<file path="src/rtl/vga_timing_pkg.sv">
// Purpose: shared 640x480@60 timing constants for the raster scan and its overlay consumers.
// Latency: none (constants only).
// Backpressure: none; nothing in this package carries flow control.
//
// Contents: visible/porch/sync widths for both axes, their totals, the coordinate width
// and the default sync polarity.
`timescale 1ns/1ps
package vga_timing_pkg;

    localparam int COORD_W   = 10;
    localparam int DIV_W     = 4;       // wide enough for a pixel divider of up to 8

    localparam int H_DISPLAY = 640;
    localparam int H_FRONT   = 16;
    localparam int H_SYNC    = 96;
    localparam int H_BACK    = 48;
    localparam int H_TOTAL   = H_DISPLAY + H_FRONT + H_SYNC + H_BACK;   // 800

    localparam int V_DISPLAY = 480;
    localparam int V_FRONT   = 10;
    localparam int V_SYNC    = 2;
    localparam int V_BACK    = 33;
    localparam int V_TOTAL   = V_DISPLAY + V_FRONT + V_SYNC + V_BACK;   // 525

    // Active level of hsync/vsync: 0 means the pulses are active-low.
    localparam logic SYNC_POL = 1'b0;

endpackage

</file>
<file path="src/rtl/mod_counter.sv">
// Purpose: modulo-N up counter with enable, synchronous clear and a wrap strobe.
// Latency: count updates one clk after an enabled cycle; wrap is combinational from the register.
// Backpressure: none; advances whenever en is high.
//
// Ports: clk, rst_n (async active-low), en (advance), clr (sync clear, wins over en),
//        count (current value), wrap (en high while count is at its last value).
`timescale 1ns/1ps
module mod_counter #(
    parameter int WIDTH   = 4,
    parameter int MODULUS = 10
) (
    input  logic             clk,
    input  logic             rst_n,
    input  logic             en,
    input  logic             clr,
    output logic [WIDTH-1:0] count,
    output logic             wrap
);

    localparam logic [WIDTH-1:0] LAST = WIDTH'(MODULUS - 1);

    logic at_last;

    // ">=" rather than "==" so a value forced out of range still returns to 0 on the
    // next enabled cycle instead of running on to the top of the register.
    generate
        if (MODULUS == 1) begin : g_single
            assign at_last = 1'b1;
        end else begin : g_multi
            assign at_last = (count >= LAST);
        end
    endgenerate

    assign wrap = en && at_last;

    always_ff @(posedge clk or negedge rst_n) begin
        if (!rst_n) begin
            count <= '0;
        end else if (clr) begin
            count <= '0;
        end else if (en) begin
            count <= at_last ? '0 : count + WIDTH'(1);
        end
    end

endmodule

</file>
<file path="src/rtl/vga_scan_generator.sv">
// Purpose: raster scan generator - pixel-tick divider, x/y counters, sync/blank decode, frame strobe.
// Latency: x/y change on the clk edge of a pixel tick; syncs/video_on follow the same edge (one more tick with VGA_SYNC_DELAY_EN).
// Backpressure: none; free-running timing source.
//
// Ports: clk, reset_n (async active-low) in; pixel_tick, x, y, video_on, hsync, vsync,
//        frame_start out.
// Build option: define VGA_SYNC_DELAY_EN to register hsync/vsync/video_on one extra pixel,
// aligning them with overlays that register their RGB output. x/y/frame_start are unaffected.
`timescale 1ns/1ps
module vga_scan_generator #(
    parameter int   CLK_DIV   = 2,
    parameter int   H_DISPLAY = vga_timing_pkg::H_DISPLAY,
    parameter int   H_FRONT   = vga_timing_pkg::H_FRONT,
    parameter int   H_SYNC    = vga_timing_pkg::H_SYNC,
    parameter int   H_BACK    = vga_timing_pkg::H_BACK,
    parameter int   V_DISPLAY = vga_timing_pkg::V_DISPLAY,
    parameter int   V_FRONT   = vga_timing_pkg::V_FRONT,
    parameter int   V_SYNC    = vga_timing_pkg::V_SYNC,
    parameter int   V_BACK    = vga_timing_pkg::V_BACK,
    parameter logic SYNC_POL  = vga_timing_pkg::SYNC_POL
) (
    input  logic                               clk,
    input  logic                               reset_n,
    output logic                               pixel_tick,
    output logic [vga_timing_pkg::COORD_W-1:0] x,
    output logic [vga_timing_pkg::COORD_W-1:0] y,
    output logic                               video_on,
    output logic                               hsync,
    output logic                               vsync,
    output logic                               frame_start
);

    import vga_timing_pkg::*;

    localparam int H_TOTAL = H_DISPLAY + H_FRONT + H_SYNC + H_BACK;
    localparam int V_TOTAL = V_DISPLAY + V_FRONT + V_SYNC + V_BACK;

    generate
        if (H_TOTAL > (1 << COORD_W) || V_TOTAL > (1 << COORD_W)) begin : g_bad_total
            $error("vga_scan_generator: H_TOTAL/V_TOTAL exceed the coordinate range");
        end
        if (CLK_DIV < 1 || CLK_DIV > 8) begin : g_bad_div
            $error("vga_scan_generator: CLK_DIV must be 1..8");
        end
    endgenerate

    localparam logic [COORD_W-1:0] H_VIS        = COORD_W'(H_DISPLAY);
    localparam logic [COORD_W-1:0] V_VIS        = COORD_W'(V_DISPLAY);
    localparam logic [COORD_W-1:0] H_SYNC_START = COORD_W'(H_DISPLAY + H_FRONT);
    localparam logic [COORD_W-1:0] H_SYNC_END   = COORD_W'(H_DISPLAY + H_FRONT + H_SYNC - 1);
    localparam logic [COORD_W-1:0] V_SYNC_START = COORD_W'(V_DISPLAY + V_FRONT);
    localparam logic [COORD_W-1:0] V_SYNC_END   = COORD_W'(V_DISPLAY + V_FRONT + V_SYNC - 1);

    logic [DIV_W-1:0]   div_cnt;
    logic               div_wrap;
    logic [COORD_W-1:0] h_cnt;
    logic               h_wrap;
    logic [COORD_W-1:0] v_cnt;
    logic               v_wrap;
    logic               unused_div_cnt;

    // Divider: the wrap strobe is exactly (div_cnt == CLK_DIV-1), i.e. the pixel tick.
    mod_counter #(.WIDTH(DIV_W), .MODULUS(CLK_DIV)) u_div (
        .clk   (clk),
        .rst_n (reset_n),
        .en    (1'b1),
        .clr   (1'b0),
        .count (div_cnt),
        .wrap  (div_wrap)
    );

    mod_counter #(.WIDTH(COORD_W), .MODULUS(H_TOTAL)) u_h (
        .clk   (clk),
        .rst_n (reset_n),
        .en    (pixel_tick),
        .clr   (1'b0),
        .count (h_cnt),
        .wrap  (h_wrap)
    );

    // h_wrap already includes pixel_tick, so v steps exactly once per line.
    mod_counter #(.WIDTH(COORD_W), .MODULUS(V_TOTAL)) u_v (
        .clk   (clk),
        .rst_n (reset_n),
        .en    (pixel_tick && h_wrap),
        .clr   (1'b0),
        .count (v_cnt),
        .wrap  (v_wrap)
    );

    // The divider count only matters through its wrap strobe.
    assign unused_div_cnt = ^div_cnt;

    assign pixel_tick  = div_wrap;
    assign x           = h_cnt;
    assign y           = v_cnt;
    // v_wrap = tick && h at last && v at last: the tick that returns the scan to (0,0).
    assign frame_start = v_wrap;

    logic video_on_dec;
    logic hsync_dec;
    logic vsync_dec;

    assign video_on_dec = (h_cnt < H_VIS) && (v_cnt < V_VIS);
    assign hsync_dec    = ((h_cnt >= H_SYNC_START) && (h_cnt <= H_SYNC_END)) ? SYNC_POL : ~SYNC_POL;
    assign vsync_dec    = ((v_cnt >= V_SYNC_START) && (v_cnt <= V_SYNC_END)) ? SYNC_POL : ~SYNC_POL;

`ifdef VGA_SYNC_DELAY_EN
    logic video_on_q;
    logic hsync_q;
    logic vsync_q;

    // Captures the decode of the pixel being left, so these lag x/y by one pixel.
    always_ff @(posedge clk or negedge reset_n) begin
        if (!reset_n) begin
            video_on_q <= 1'b1;
            hsync_q    <= ~SYNC_POL;
            vsync_q    <= ~SYNC_POL;
        end else if (pixel_tick) begin
            video_on_q <= video_on_dec;
            hsync_q    <= hsync_dec;
            vsync_q    <= vsync_dec;
        end
    end

    assign video_on = video_on_q;
    assign hsync    = hsync_q;
    assign vsync    = vsync_q;
`else
    assign video_on = video_on_dec;
    assign hsync    = hsync_dec;
    assign vsync    = vsync_dec;
`endif

endmodule

</file>
<file path="config.mk">
export PLATFORM = sky130hd
export DESIGN_NAME = vga_scan_generator
export DESIGN_NICKNAME = d
export VERILOG_FILES = /design/src/rtl/vga_timing_pkg.sv /design/src/rtl/mod_counter.sv /design/src/rtl/vga_scan_generator.sv
export SDC_FILE = /design/constraint.sdc
export NUM_CORES = 1
export LEC_CHECK = 0
export BUFFER_PORTS_ARGS = -buffer_cell sky130_fd_sc_hd__buf_2
export CORE_MARGIN = 2
export CORE_UTILIZATION = 50
export DETAILED_ROUTE_END_ITERATION = 8
export PLACE_DENSITY = 0.74
export SLEW_MARGIN = 10
export SYNTH_ARGS = -nofsm -noshare
export SYNTH_HDL_FRONTEND = slang
export SYNTH_SLANG_ARGS = --single-unit
</file>
<file path="constraint.sdc">
create_clock -name clk -period 2.05 [get_ports clk]
set_input_delay 0.205 -clock clk [delete_from_list [all_inputs] [get_ports clk]]
set_output_delay 0.205 -clock clk [all_outputs]
set_load 0.05 [all_outputs]
</file>
-- Word-level counts from Yosys, hierarchy flattened
Index checks and enable logic that the tools add are counted.
- flip-flop bits (word level): 24
- bits in latches: 0
- memory bits (writable): 0
- bits in read-only memories: 0
- bits of input ports: 2
- memories: 0
- $add $sub $neg: 3
- $mul: 0
- divide/modulo/power cells: 0
- order comparisons: 9
- eq/ne operators: 0
- shifts and indexed selects: 0
- multiplexer cells: 5
- bitwise logic cells: 0
- reduce and logical (&&, ||, !) cells: 6
- operators by type and width (kind ; number):
    10-bit greater-or-equal comparator (second input constant) ; 3
    10-bit by 1-bit adder with 10-bit output (second input constant) ; 2
    10-bit 2-to-1 mux ; 2
    10-bit by 9-bit greater-or-equal comparator with 1-bit output (second input constant) ; 1
    10-bit less-or-equal comparator (second input constant) ; 1
    10-bit by 9-bit less-or-equal comparator with 1-bit output (second input constant) ; 1
    10-bit < comparator (second input constant) ; 1
    10-bit by 9-bit < comparator with 1-bit output (second input constant) ; 1
    1-bit logical AND ; 6
    4-bit by 1-bit adder with 4-bit output (second input constant) ; 1
    4-bit by 1-bit greater-or-equal comparator with 1-bit output (second input constant) ; 1
    4-bit 2-to-1 mux ; 1
    1-bit 2-to-1 mux ; 2

-- Depth between registers and ports, before layout
Gate-level depths: netlist (run 1).
- word-level depth: 4
- mapped depth: 8
- mapped depth without buffers: 7

-- Modules after synthesis
Synthesis (run 1) repeated with hierarchy kept, for this count alone.
- cells, all modules: 145
- area total of the unflattened synthesis: 1396.3 um^2
- modules (own cells, without submodules) (module ; instances ; cells an instance ; area each (um^2) ; sequential area each (um^2)):
    mod_counter at u_v ; 1 ; 61 ; 555.5 ; 250.2
    mod_counter at u_h ; 1 ; 54 ; 530.5 ; 250.2
    mod_counter at u_div ; 1 ; 18 ; 229.0 ; 100.1
    vga_scan_generator ; 1 ; 12 ; 81.3 ; 0.0

-- Worst setup path after synthesis (run 1)
No wires, ideal clock.
- path kind: reg-to-output
- start point: register u_h.count[0]
- end point: output port frame_start
- data arrival time: 2.305 ns
- required time: 1.845 ns
- slack: -0.460 ns
- stages on the path, launching flop included: 6
- buffers on the path: 1
- cell sequence: dfrtp_1 > ha_1 > nand4_1 > a211o_1 > clkbuf_1 > nor2_1
- cells in the longest elaborated chain, start to end: 4
- RTL lines (element ; line ; text):
    start: declaration ; mod_counter.sv:16 ; output logic [WIDTH-1:0] count,
    start signal: assignment ; mod_counter.sv:42 ; count <= at_last ? '0 : count + WIDTH'(1);
    10-bit greater-or-equal comparator ; mod_counter.sv:30 ; assign at_last = (count >= LAST);
    1-bit logical AND ; mod_counter.sv:34 ; assign wrap = en && at_last;
    1-bit logical AND ; vga_scan_generator.sv:85 ; .en (pixel_tick && h_wrap),
    1-bit logical AND ; mod_counter.sv:34 ;
    end: declaration ; vga_scan_generator.sv:30 ; output logic frame_start
Every way passes these cells.

-- Final worst setup path (run 1)
- start point: register u_v.count[8]
- end point: output port frame_start
- cells in the longest elaborated chain, start to end: 2
- RTL lines (element ; line):
    start: declaration ; mod_counter.sv:16
    start signal: assignment ; mod_counter.sv:42
    10-bit greater-or-equal comparator ; mod_counter.sv:30
    1-bit logical AND ; mod_counter.sv:34
Every way passes these cells.

==> results of run 1 <==
[final cells by class]
type	instances	area share, %
multi-input combinational	104	41.96
sequential	24	34.82
timing repair buffer	42	15.36
inverter	12	2.668
tap	30	2.163
clock inverter	1	1.730
clock buffer	3	1.298
[per-layer routing]
layer | share of wire [%] | global-route usage, % | wire length, µm
met1 | 49 | 30.80 | 1531
met3 | 4.5 | 3.023 | 142
met2 | 45 | 30.61 | 1427
met4 | 1.3 | 6.272 | 42
met5 | 0 | 0 | 0
[cells in the mapped netlist, drive strengths merged (2+ instances only)]
library cell and count:
nand2 10, clkbuf 3, and3 4, nor2 12, ha 7, or3 2, xor2 2, nor4 2
a21oi 6, o31ai 2, o21ai 8, or4 4, nor3 5, nor4b 3, xnor2 2, a22o 3
and2 4, a21o 2, dfrtp 24, nand3 9, o2bb2ai 2, nand4 3, inv 11
[repair_timing]
action                                  CTS  global route
buffers inserted                          5             7
endpoints found under the setup margin    2             9
pin swaps                                 2             6
endpoints found under the hold margin    24             0
gates resized for setup                   9             5
hold buffers                              1             0
[metrics by stage]
stage / setup slack (ns) / setup TNS, ns / total power, mW / hold WS, ns / instance area [µm²]
5_1_grt: -0.1091 / -0.1185 / 1.956 / 0.4321 / 1735
3_5_place_dp: 0.05832 / 0 / 1.388 / 0.2260 / 1535
4_1_cts: -0.05317 / -0.1152 / 1.799 / 0.3838 / 1669
6_report: -0.04907 / -0.04907 / 1.847 / 0.3634 / 1735
3_3_place_gp: 0.1595 / 0 / 1.356 / 0.2142 / 1535
2_1_floorplan: -0.09865 / -0.09865 / 1.200 / -0.09059 / 1348
[report_power, final]
| group | switching [mW] | internal, mW |
|---|---|---|
| sequential | 0.128 | 0.561 |
| clock | 0.155 | 0.198 |
| combinational | 0.525 | 0.281 |
| total | 0.808 | 1.04 |
[worst paths after layout]
path / from / end / cells past startpoint
max in group asynchronous: reset_n / u_h.count[0] / 2
min in group clk: u_v.count[6] / u_v.count[6] / 2
setup reg to reg: u_div.count[0] / u_v.count[8] / 8
setup / recovery: u_v.count[8] / frame_start / 4
hold reg to reg: u_v.count[6] / u_v.count[6] / 2
hold / removal: reset_n / u_h.count[4] / 2
[cells in the final DEF, fill, tap and decap left out, types with 2 or more instances in the layout]
| cell type | Yosys | final |
|---|---|---|
| a21oi_1 | 6 | 6 |
| or4_4 | 1 | 2 |
| a22o_1 | 3 | 3 |
| xor2_1 | 2 | 2 |
| and2_1 | 3 | 3 |
| dfrtp_1 | 24 | 21 |
| ha_1 | 7 | 6 |
| nand3_1 | 9 | 9 |
| inv_1 | 11 | 10 |
| nor2_1 | 12 | 11 |
| nor4_1 | 2 | 2 |
| buf_2 | 1 | 25 |
| nand2_1 | 10 | 10 |
| o2bb2ai_1 | 2 | 2 |
| and3_1 | 4 | 4 |
| or3_1 | 2 | 2 |
| xnor2_1 | 2 | 2 |
| buf_4 | 0 | 14 |
| nor4b_1 | 3 | 2 |
| nand4_1 | 3 | 3 |
| dfrtp_2 | 0 | 3 |
| or4_1 | 3 | 2 |
| a21o_1 | 2 | 2 |
| nor3_1 | 5 | 4 |
| clkbuf_4 | 0 | 3 |
| o21ai_0 | 8 | 6 |
[flip-flops by register name, summed over array words and instances, names as in the netlist]
| name | cells |
|---|---|
| u_h.count | 10 |
| u_v.count | 10 |
| u_div.count | 4 |
[cell families (layout without fill, tap and decap cells)]
kind of cell,after synthesis,count (layout)
DFF,24,24
xor gates and xnor gates,4,4
AOI/OAI and AO/OA,32,32
and+or+nand+nor,60,60
other,1,1
adders and majority gates,7,7
buffers and inverters,16,58
==> qor.yml, run 1 <==
outcome: "finished, violations left"
violations: "negative setup slack"
p_per_area_nw_per_um2: 1064
synth_top_family_by_area: "simple AND/OR/NAND/NOR gates"
grt_first_pass_wirelength_um: 5147
yosysTopAreaCellShare_pct: 44.99
maxSlewHeadroom_pct: 64.22
dr.pass1.iters: 4
avgSynthCellArea_um2: 9.271
fin_ws_ns: -0.04907
clock.fmax_ghz: 0.4764
dieArea_um2: 3099
synth_xor_area_share_pct: 2.624
nNetsFinal: 196
leakage_nw: 0.8071
synth_cells: 144
drv_cap: 0
first_iter_violations: 41
netlist_top_cells_area: "dfrtp_1 45%, ha_1 6.6%, nand3_1 3.4%"
syn-cell-area_um2: 1335
antenna_found_initial: 0
htreeDepth: 1
fin_crit_ns: 2.099
clkLatencyLatePin_ns: 0.32
cp_max_fo: 4
cpLargestDelayFamily: "simple AND/OR/NAND/NOR gates"
ff2ff_setup_slack_ns: 0.06
antenna_left: 0
yosysWarnings: 0
cts_tree: "built"
drc: 0
start_util_pct: 53.40
via_per_inst: 5.727
die_width_um: 55.67
synth-main-ff-cell: "dfrtp_1"
cts_sinks: 24
regArea_um2: 604.3
cp-start-kind: "flip-flop"
clock-root-buffer: "clkbuf_4"
n_fill_cell: 203
finalNonFillerCells: 216
synth_seq_cells: 24
post-route-util_pct: 69.42
ys_seq_area_share_pct: 44.99
cp_cell_sequence: "or4_4 -> o31ai_4 -> nor2_4 -> buf_8"
synth-simple-area-share_pct: 23.99
vias: 1237
clk_path_buf_depth: 2
multi_input_area_um2: 728.2
tightest_slew_ns: 0.5367
coreArea_um2: 2500
syn_nets: 153
synth_cell_type_count: 40
cts_buffers: 3
dp_hpwl_um: 2151
grt_max_degree: 25
fin_crit_sh_pct: 102.4
worst-setup-path-type: "reg -> out"
overflow: 0
layout-drive-gt1-share_pct: 33.33
place_congestion: 0.9809
grtUsageTotal_pct: 20.56
area_delta_synth_final_pct: 29.99
yosysTopAreaCell: "dfrtp_1"
finClkSkew_ns: 0.004230
grt_pass1_vias: 1111
rsz0062_at_grt: "yes"
setup_violations: 1
hp-class: "in -> async"
required_ns: 1.85
synth_compound_area_share_pct: 16.96
wirelength_um: 3143
end_kind: "primary output"
synth_edf_count: 0
rows: 18
dpl.cell_count: 200
critical_path_buf_inv_count: 1
synthAdderAreaFrac_pct: 6.560
yosys-mux-area-fraction_pct: 0
routedWlPerCell_um: 14.55
io_buffer_count: 26
clk_pin_slew_ns: 0.14
chipHeight_um: 55.67
io_pins: 27
cpMaxStageDelayCell: "or4_4"
slowest_delay_ns: 0.54
synth-async-reset-ratio_pct: 100.0
maxSlewViolCount: 0
n_antenna_cell: 0
ir_drop_mv: 1.417
hold_violations: 0
critPathArrivalTime_ns: 1.89
Power figures use the tool's default switching activity.
==> run 2: changes to the inputs <==
--- a/config.mk
+++ b/config.mk
@@ -7,9 +7,9 @@
 export LEC_CHECK = 0
 export BUFFER_PORTS_ARGS = -buffer_cell sky130_fd_sc_hd__buf_2
 export CORE_MARGIN = 2
-export CORE_UTILIZATION = 50
+export CORE_UTILIZATION = 40
 export DETAILED_ROUTE_END_ITERATION = 8
-export PLACE_DENSITY = 0.74
+export REMOVE_ABC_BUFFERS = 1
 export SLEW_MARGIN = 10
 export SYNTH_ARGS = -nofsm -noshare
 export SYNTH_HDL_FRONTEND = slang
==> qor.yml, run 2 (synthesis gave the netlist of run 1 again) <==
hold_violations: 0  # unchanged
clk_pin_slew_ns: 0.14  # about the same
wirelength_um: 3287  # +4.6%
n_antenna_cell: 0  # unchanged
rows: 20  # +2
dieArea_um2: 3816  # +23%
dp_hpwl_um: 2369  # +10%
maxSlewViolCount: 0  # unchanged
p_sw_share_pct: 46.12  # +2.4 points
clkLatencyLatePin_ns: 0.32  # about the same
cp_max_fo: 4  # unchanged
grt_first_pass_wirelength_um: 5547  # +7.8%
clk_path_buf_depth: 2  # unchanged
cp_cell_sequence: "ha_4 -> nand4_1 -> a211o_4 -> nor2_4 -> buf_8"
critical_path_buf_inv_count: 1  # unchanged
io_buffer_count: 26  # unchanged
p_int_mw: 0.9334  # -10%
grtUsageTotal_pct: 19.84  # -0.72 points
drc: 0  # unchanged
reg_top3: "u_h.count (10), u_v.count (10), u_div.count (4)"
final_cell_mix: "24 x buf_2, 24 x dfrtp_1, 16 x buf_4, 11 x inv_1, 11 x nor2_1"
antenna_left: 0  # unchanged
cts_buffers: 3  # unchanged
drv_cap: 0  # unchanged
htreeDepth: 1  # unchanged
p_per_area_nw_per_um2: 985.4  # -7.4%
die_width_um: 61.77  # +11%
cpLargestDelayFamily: "flip-flops"
power_mw: 1.732  # -6.2%
cts_sinks: 24  # unchanged
n_fill_cell: 307  # +51%
final_area_um2: 1758  # +1.3%
setup_violations: 0  # -1
grt_pass1_vias: 1162  # +4.6%
hold_ws_ns: 0.3834  # +0.02004 ns
p_clk_share_pct: 14.7  # -4.4 points
clock-root-buffer: "clkbuf_4"
grt_max_degree: 25  # unchanged
finClkSkew_ns: 0.01072  # +0.006488 ns
critPathArrivalTime_ns: 1.78  # -0.11 ns
start_util_pct: 43.02  # -10 points
end_kind: "primary output"
required_ns: 1.85  # about the same
cp-start-kind: "flip-flop"
outcome: "finished clean"
first_iter_violations: 54  # +32%
ir_drop_mv: 0.5353  # -62%
clock.fmax_ghz: 0.5050  # +6.0%
overflow: 0  # unchanged
maxSlewHeadroom_pct: 64.41  # +0.19 points
dr.pass1.iters: 4  # unchanged
via_per_inst: 5.264  # -8.1%
routedWlPerCell_um: 14.23  # -2.2%
leakage_nw: 0.8124  # +0.65%
seq_power_share_pct: 39.2  # +1.9 points
vias: 1216  # -1.7%
cts_tree: "built"
hp-class: "in -> async"
area_delta_synth_final_pct: 31.68
chipHeight_um: 61.77  # +11%
slowest_delay_ns: 0.45  # -0.09 ns
fin_crit_sh_pct: 96.60  # -5.8 points
io_pins: 27  # unchanged
worst-setup-path-type: "reg -> out"
coreArea_um2: 3103  # +24%
antenna_found_initial: 0  # unchanged
switchingPower_mw: 0.7989  # -1.2%
combPwrFrac_pct: 46.1  # +2.5 points
place_congestion: 0.8294  # -15%
placedInstanceArea_um2: 1564  # +1.9%
cpMaxStageDelayCell: "dfrtp_1"
nNetsFinal: 197  # +0.51%
tightest_slew_ns: 0.5338  # -0.002848 ns
fin_crit_ns: 1.980  # -0.1187 ns
layout-drive-gt1-share_pct: 31.55  # -1.8 points
==> run 2: cell types whose count changed in the layout (fill, tap and decap cells not counted), sizes merged <==
cell,before,now
inv,11,12
buf,41,42
bufinv,1,0
clkbuf,3,4
clkinv,1,0
==> run 2: power groups by stage <==
stage	registers, mW	clock network, mW	logic [mW]
2_1_floorplan	0.891	0	0.295
3_3_place_gp	0.680	0	0.672
3_5_place_dp	0.685	0	0.685
4_1_cts	0.666	0.263	0.774
5_1_grt	0.691	0.286	0.867
6_report	0.679	0.254	0.799
==> run 2: routing by layer <==
layer | up-vias | wire, µm | global-route usage [%]
met3 | 2 | 110 | 4.762
met2 | 21 | 1653 | 32.63
met1 | 590 | 1502 | 26.99
met4 | 0 | 21 | 3.647
met5 | - | 0 | 0
li1 | 603 | - | -
==> run 2: repair_timing <==
item / CTS / global route
endpoints found under the setup margin: 10 / 12
hold buffers: 1 / 0
pin swaps: 3 / 2
gates resized for setup: 10 / 9
endpoints found under the hold margin: 24 / 0
setup buffers: 5 / 4
==> run 2: final cells by class <==
| cell class | instances | area [µm²] | share of cell area, % |
|---|---|---|---|
| Clock buffer | 4 | 36.28 | 2.064 |
| Inverter | 12 | 45.04 | 2.562 |
| Multi-Input combinational cell | 104 | 735.7 | 41.85 |
| Sequential cell | 24 | 600.6 | 34.16 |
| Tap cell | 44 | 55.05 | 3.132 |
| Timing Repair Buffer | 43 | 285.3 | 16.23 |
==> run 2: path summary, 6_finish.rpt <==
| check | start | end | slack [ns] | depth (start not counted) |
|---|---|---|---|---|
| setup / recovery | u_h.count[1] | frame_start | 0.07 | 5 |
| min in group clk | u_div.count[0] | u_div.count[0] | 0.58 | 2 |
| setup reg to reg | u_h.count[1] | u_v.count[8] | 0.07 | 6 |
| hold reg to reg | u_div.count[0] | u_div.count[0] | 0.58 | 2 |
| hold / removal | reset_n | u_h.count[0] | 0.38 | 2 |
| max in group asynchronous | reset_n | u_h.count[9] | 1.30 | 2 |
==> run 2: through the flow <==
stage	utilization, %	instances	worst slack (ns)	TNS (ns)
after floorplan	-	140	-1.074	-10.82
after global placement	50.40	218	0.1435	0
after detailed placement	50.40	218	-0.05117	-0.1679
after CTS	55.08	228	0.0009850	0
after global routing	56.65	231	-0.02025	-0.03005
final	56.65	231	0.06966	0
==> run 3: changes to the inputs <==
--- a/config.mk
+++ b/config.mk
@@ -7,10 +7,12 @@
 export LEC_CHECK = 0
 export BUFFER_PORTS_ARGS = -buffer_cell sky130_fd_sc_hd__buf_2
 export CORE_MARGIN = 2
-export CORE_UTILIZATION = 40
+export CORE_UTILIZATION = 54
 export DETAILED_ROUTE_END_ITERATION = 8
+export PLACE_DENSITY = 0.78
 export REMOVE_ABC_BUFFERS = 1
 export SLEW_MARGIN = 10
 export SYNTH_ARGS = -nofsm -noshare
 export SYNTH_HDL_FRONTEND = slang
+export SYNTH_HIERARCHICAL = 1
 export SYNTH_SLANG_ARGS = --single-unit
==> qor.yml, run 3 <==
dr.pass1.iters: 4  # unchanged
maxSlewHeadroom_pct: 64.23  # -0.18 points
dieArea_um2: 3009  # -21%
grtUsageTotal_pct: 24.18  # +4.3 points
drv_cap: 0  # unchanged
drc: 0  # unchanged
via_per_inst: 5.300  # +0.69%
first_iter_violations: 29  # -46%
syn-cell-area_um2: 1396  # +4.6%
avgSynthCellArea_um2: 9.630  # +3.9%
synth_seq_cells: 24  # unchanged
grt_max_degree: 25  # unchanged
critPathArrivalTime_ns: 1.88  # +0.10 ns
cpMaxStageDelayCell: "dfrtp_1"
synth_cells: 145  # +0.69%
hp-class: "in -> async"
cts_sinks: 24  # unchanged
cp_max_fo: 7  # +3
cts_tree: "built"
p_clk_share_pct: 27.2  # +13 points
seq_power_share_pct: 53.3  # +14 points
cts_buffers: 3  # unchanged
overflow: 0  # unchanged
io_pins: 27  # unchanged
setup_violations: 3  # +3
combPwrFrac_pct: 19.4  # -27 points
violations: "negative setup slack"
antenna_left: 0  # unchanged
slowest_delay_ns: 0.44  # about the same
fin_crit_sh_pct: 101.6  # +5.0 points
worst-setup-path-type: "reg -> out"
clk_path_buf_depth: 2  # unchanged
routedWlPerCell_um: 13.82  # -2.9%
n_antenna_cell: 0  # unchanged
tightest_slew_ns: 0.5366  # +0.002725 ns
clk_pin_slew_ns: 0.13  # about the same
chipHeight_um: 54.85  # -11%
p_int_mw: 0.6655  # -29%
netlist_top_cells_area: "dfrtp_1 43%, nor2_1 6.2%, ha_1 5.4%"
vias: 1288  # +5.9%
start_util_pct: 56.88  # +14 points
switchingPower_mw: 0.2509  # -69%
p_per_area_nw_per_um2: 487.3  # -51%
io_buffer_count: 26  # unchanged
synth-async-reset-ratio_pct: 100.0  # unchanged
die_width_um: 54.85  # -11%
finClkSkew_ns: 0.008950  # -0.001768 ns
wirelength_um: 3358  # +2.2%
dp_hpwl_um: 2295  # -3.1%
yosysTopAreaCellShare_pct: 43.01  # -2.0 points
rsz0062_at_grt: "yes"
final_cell_mix: "24 x buf_2, 24 x dfrtp_1, 22 x nor2_1, 21 x conb_1, 17 x buf_4"
place_congestion: 0.8772  # +5.8%
end_kind: "primary output"
ys_seq_area_share_pct: 43.01  # -2.0 points
cp_cell_sequence: "ha_2 -> nor4b_4 -> nor2b_2 -> and2_4 -> and2_4 -> and2_4 -> buf_8"
clkLatencyLatePin_ns: 0.31  # about the same
clock-root-buffer: "clkbuf_4"
coreArea_um2: 2455  # -21%
synth_edf_count: 0  # unchanged
clock.fmax_ghz: 0.4802  # -4.9%
grt_first_pass_wirelength_um: 5175  # -6.7%
ir_drop_mv: 0.3735  # -30%
htreeDepth: 1  # unchanged
outcome: "finished, violations left"
n_fill_cell: 178  # -42%
rows: 18  # -10%
synth_cell_type_count: 44  # +10%
grt_pass1_vias: 1139  # -2.0%
required_ns: 1.85  # about the same
synth-main-ff-cell: "dfrtp_1"
leakage_nw: 0.9237  # +14%
maxSlewViolCount: 0  # unchanged
crit_top_cell: "and2_4"
yosysWarnings: 6  # +6
nNetsFinal: 222  # +13%
antenna_found_initial: 0  # unchanged
synthTopCellsByCount: "24 x dfrtp_1, 23 x nor2_1, 12 x nand2_1"
fin_crit_ns: 2.082  # +0.1021 ns
area_delta_synth_final_pct: 34.68
hold_violations: 0  # unchanged
synth.most_common_cell: "dfrtp_1"
reg_top3: "u_h/count (10), u_v/count (10), u_div/count (4)"
power_mw: 0.9164  # -47%
yosysTopAreaCell: "dfrtp_1"
p_sw_share_pct: 27.38  # -19 points
layout-drive-gt1-share_pct: 33.80  # +2.3 points
post-route-util_pct: 76.61  # +20 points
fin_ws_ns: -0.03244  # -0.1021 ns
cp-start-kind: "flip-flop"
==> run 3: per-stage QoR <==
step / setup slack, ns / cell area [µm²] / hold WS (ns) / instances / setup TNS (ns)
CTS: -0.04251 / 1857 / 0.4040 / 242 / -0.06265
global route: -0.1242 / 1881 / 0.4360 / 243 / -0.6500
detailed placement: -0.07516 / 1743 / 0.2189 / 234 / -0.2779
finish: -0.03244 / 1881 / 0.3819 / 243 / -0.04072
global placement: -0.02720 / 1743 / 0.2147 / 234 / -0.04754
floorplan: -0.9040 / 1463 / -0.09059 / 163 / -12.00
==> run 3: final cells by class <==
cell class / count / area, µm² / share of cell area (%)
multi-input combinational: 130 / 865.8 / 46.04
sequential: 24 / 600.6 / 31.94
timing repair buffer: 46 / 306.5 / 16.30
tap: 30 / 37.54 / 1.996
clock buffer: 4 / 36.28 / 1.929
inverter: 9 / 33.78 / 1.796
==> run 3: logic make-up after synthesis <==
logic type                 count (synthesis)  synth area share [%]
DFF                                       24                 43.01
xor gates and xnor gates                  13                 8.154
AOI/OAI and AO/OA                         22                 12.90
muxes                                      1                0.8064
and+or+nand+nor                           67                 26.43
adders and majority gates                  6                 5.376
other                                      2                0.5378
buffers and inverters                     10                 2.777
==> run 3: path summary, 6_finish.rpt <==
kind | end | from | slack (ns) | cells past startpoint
min in group clk | u_h/count[9] | u_h/count[9] | 0.61 | 2
max reg2reg | u_v/count[3] | u_div/count[0] | -0.01 | 10
min reg2reg | u_h/count[9] | u_h/count[9] | 0.61 | 2
max | frame_start | u_div/count[0] | -0.03 | 7
max in group asynchronous | u_v/count[0] | reset_n | 1.30 | 2
min | u_v/count[8] | reset_n | 0.38 | 2
==> run 3: repair_timing <==
action	4_1_cts	5_1_grt
resized for setup	13	7
pin swaps	0	4
buffers inserted	3	2
endpoints found under the setup margin	8	15
hold buffers	1	0
hold endpoints to repair	24	0
==> run 3: layer usage <==
layer	vias to the layer above	share of wire, %	global-route usage [%]
met1	615	44	32.35
li1	620	-	-
met2	47	51	39.88
met3	6	4.2	3.279
met5	-	0	0
met4	0	0.98	8.333
==> run 3: critical path: cells and delay by family (launching register included) <==
family	cells	cell delay [ns]
AND/OR/NAND/NOR	5	0.76
flip-flops	1	0.44
adder cells (fa/ha/maj)	1	0.21
buffers and inverters	1	0.14
==> run 3: power groups by stage <==
stage          registers, mW  clock network [mW]  logic, mW
2_1_floorplan          0.514                   0     0.0742
3_3_place_gp           0.496                   0      0.145
3_5_place_dp           0.497                   0      0.152
4_1_cts                0.488               0.258      0.173
5_1_grt                0.490               0.271      0.194
6_report               0.489               0.250      0.178
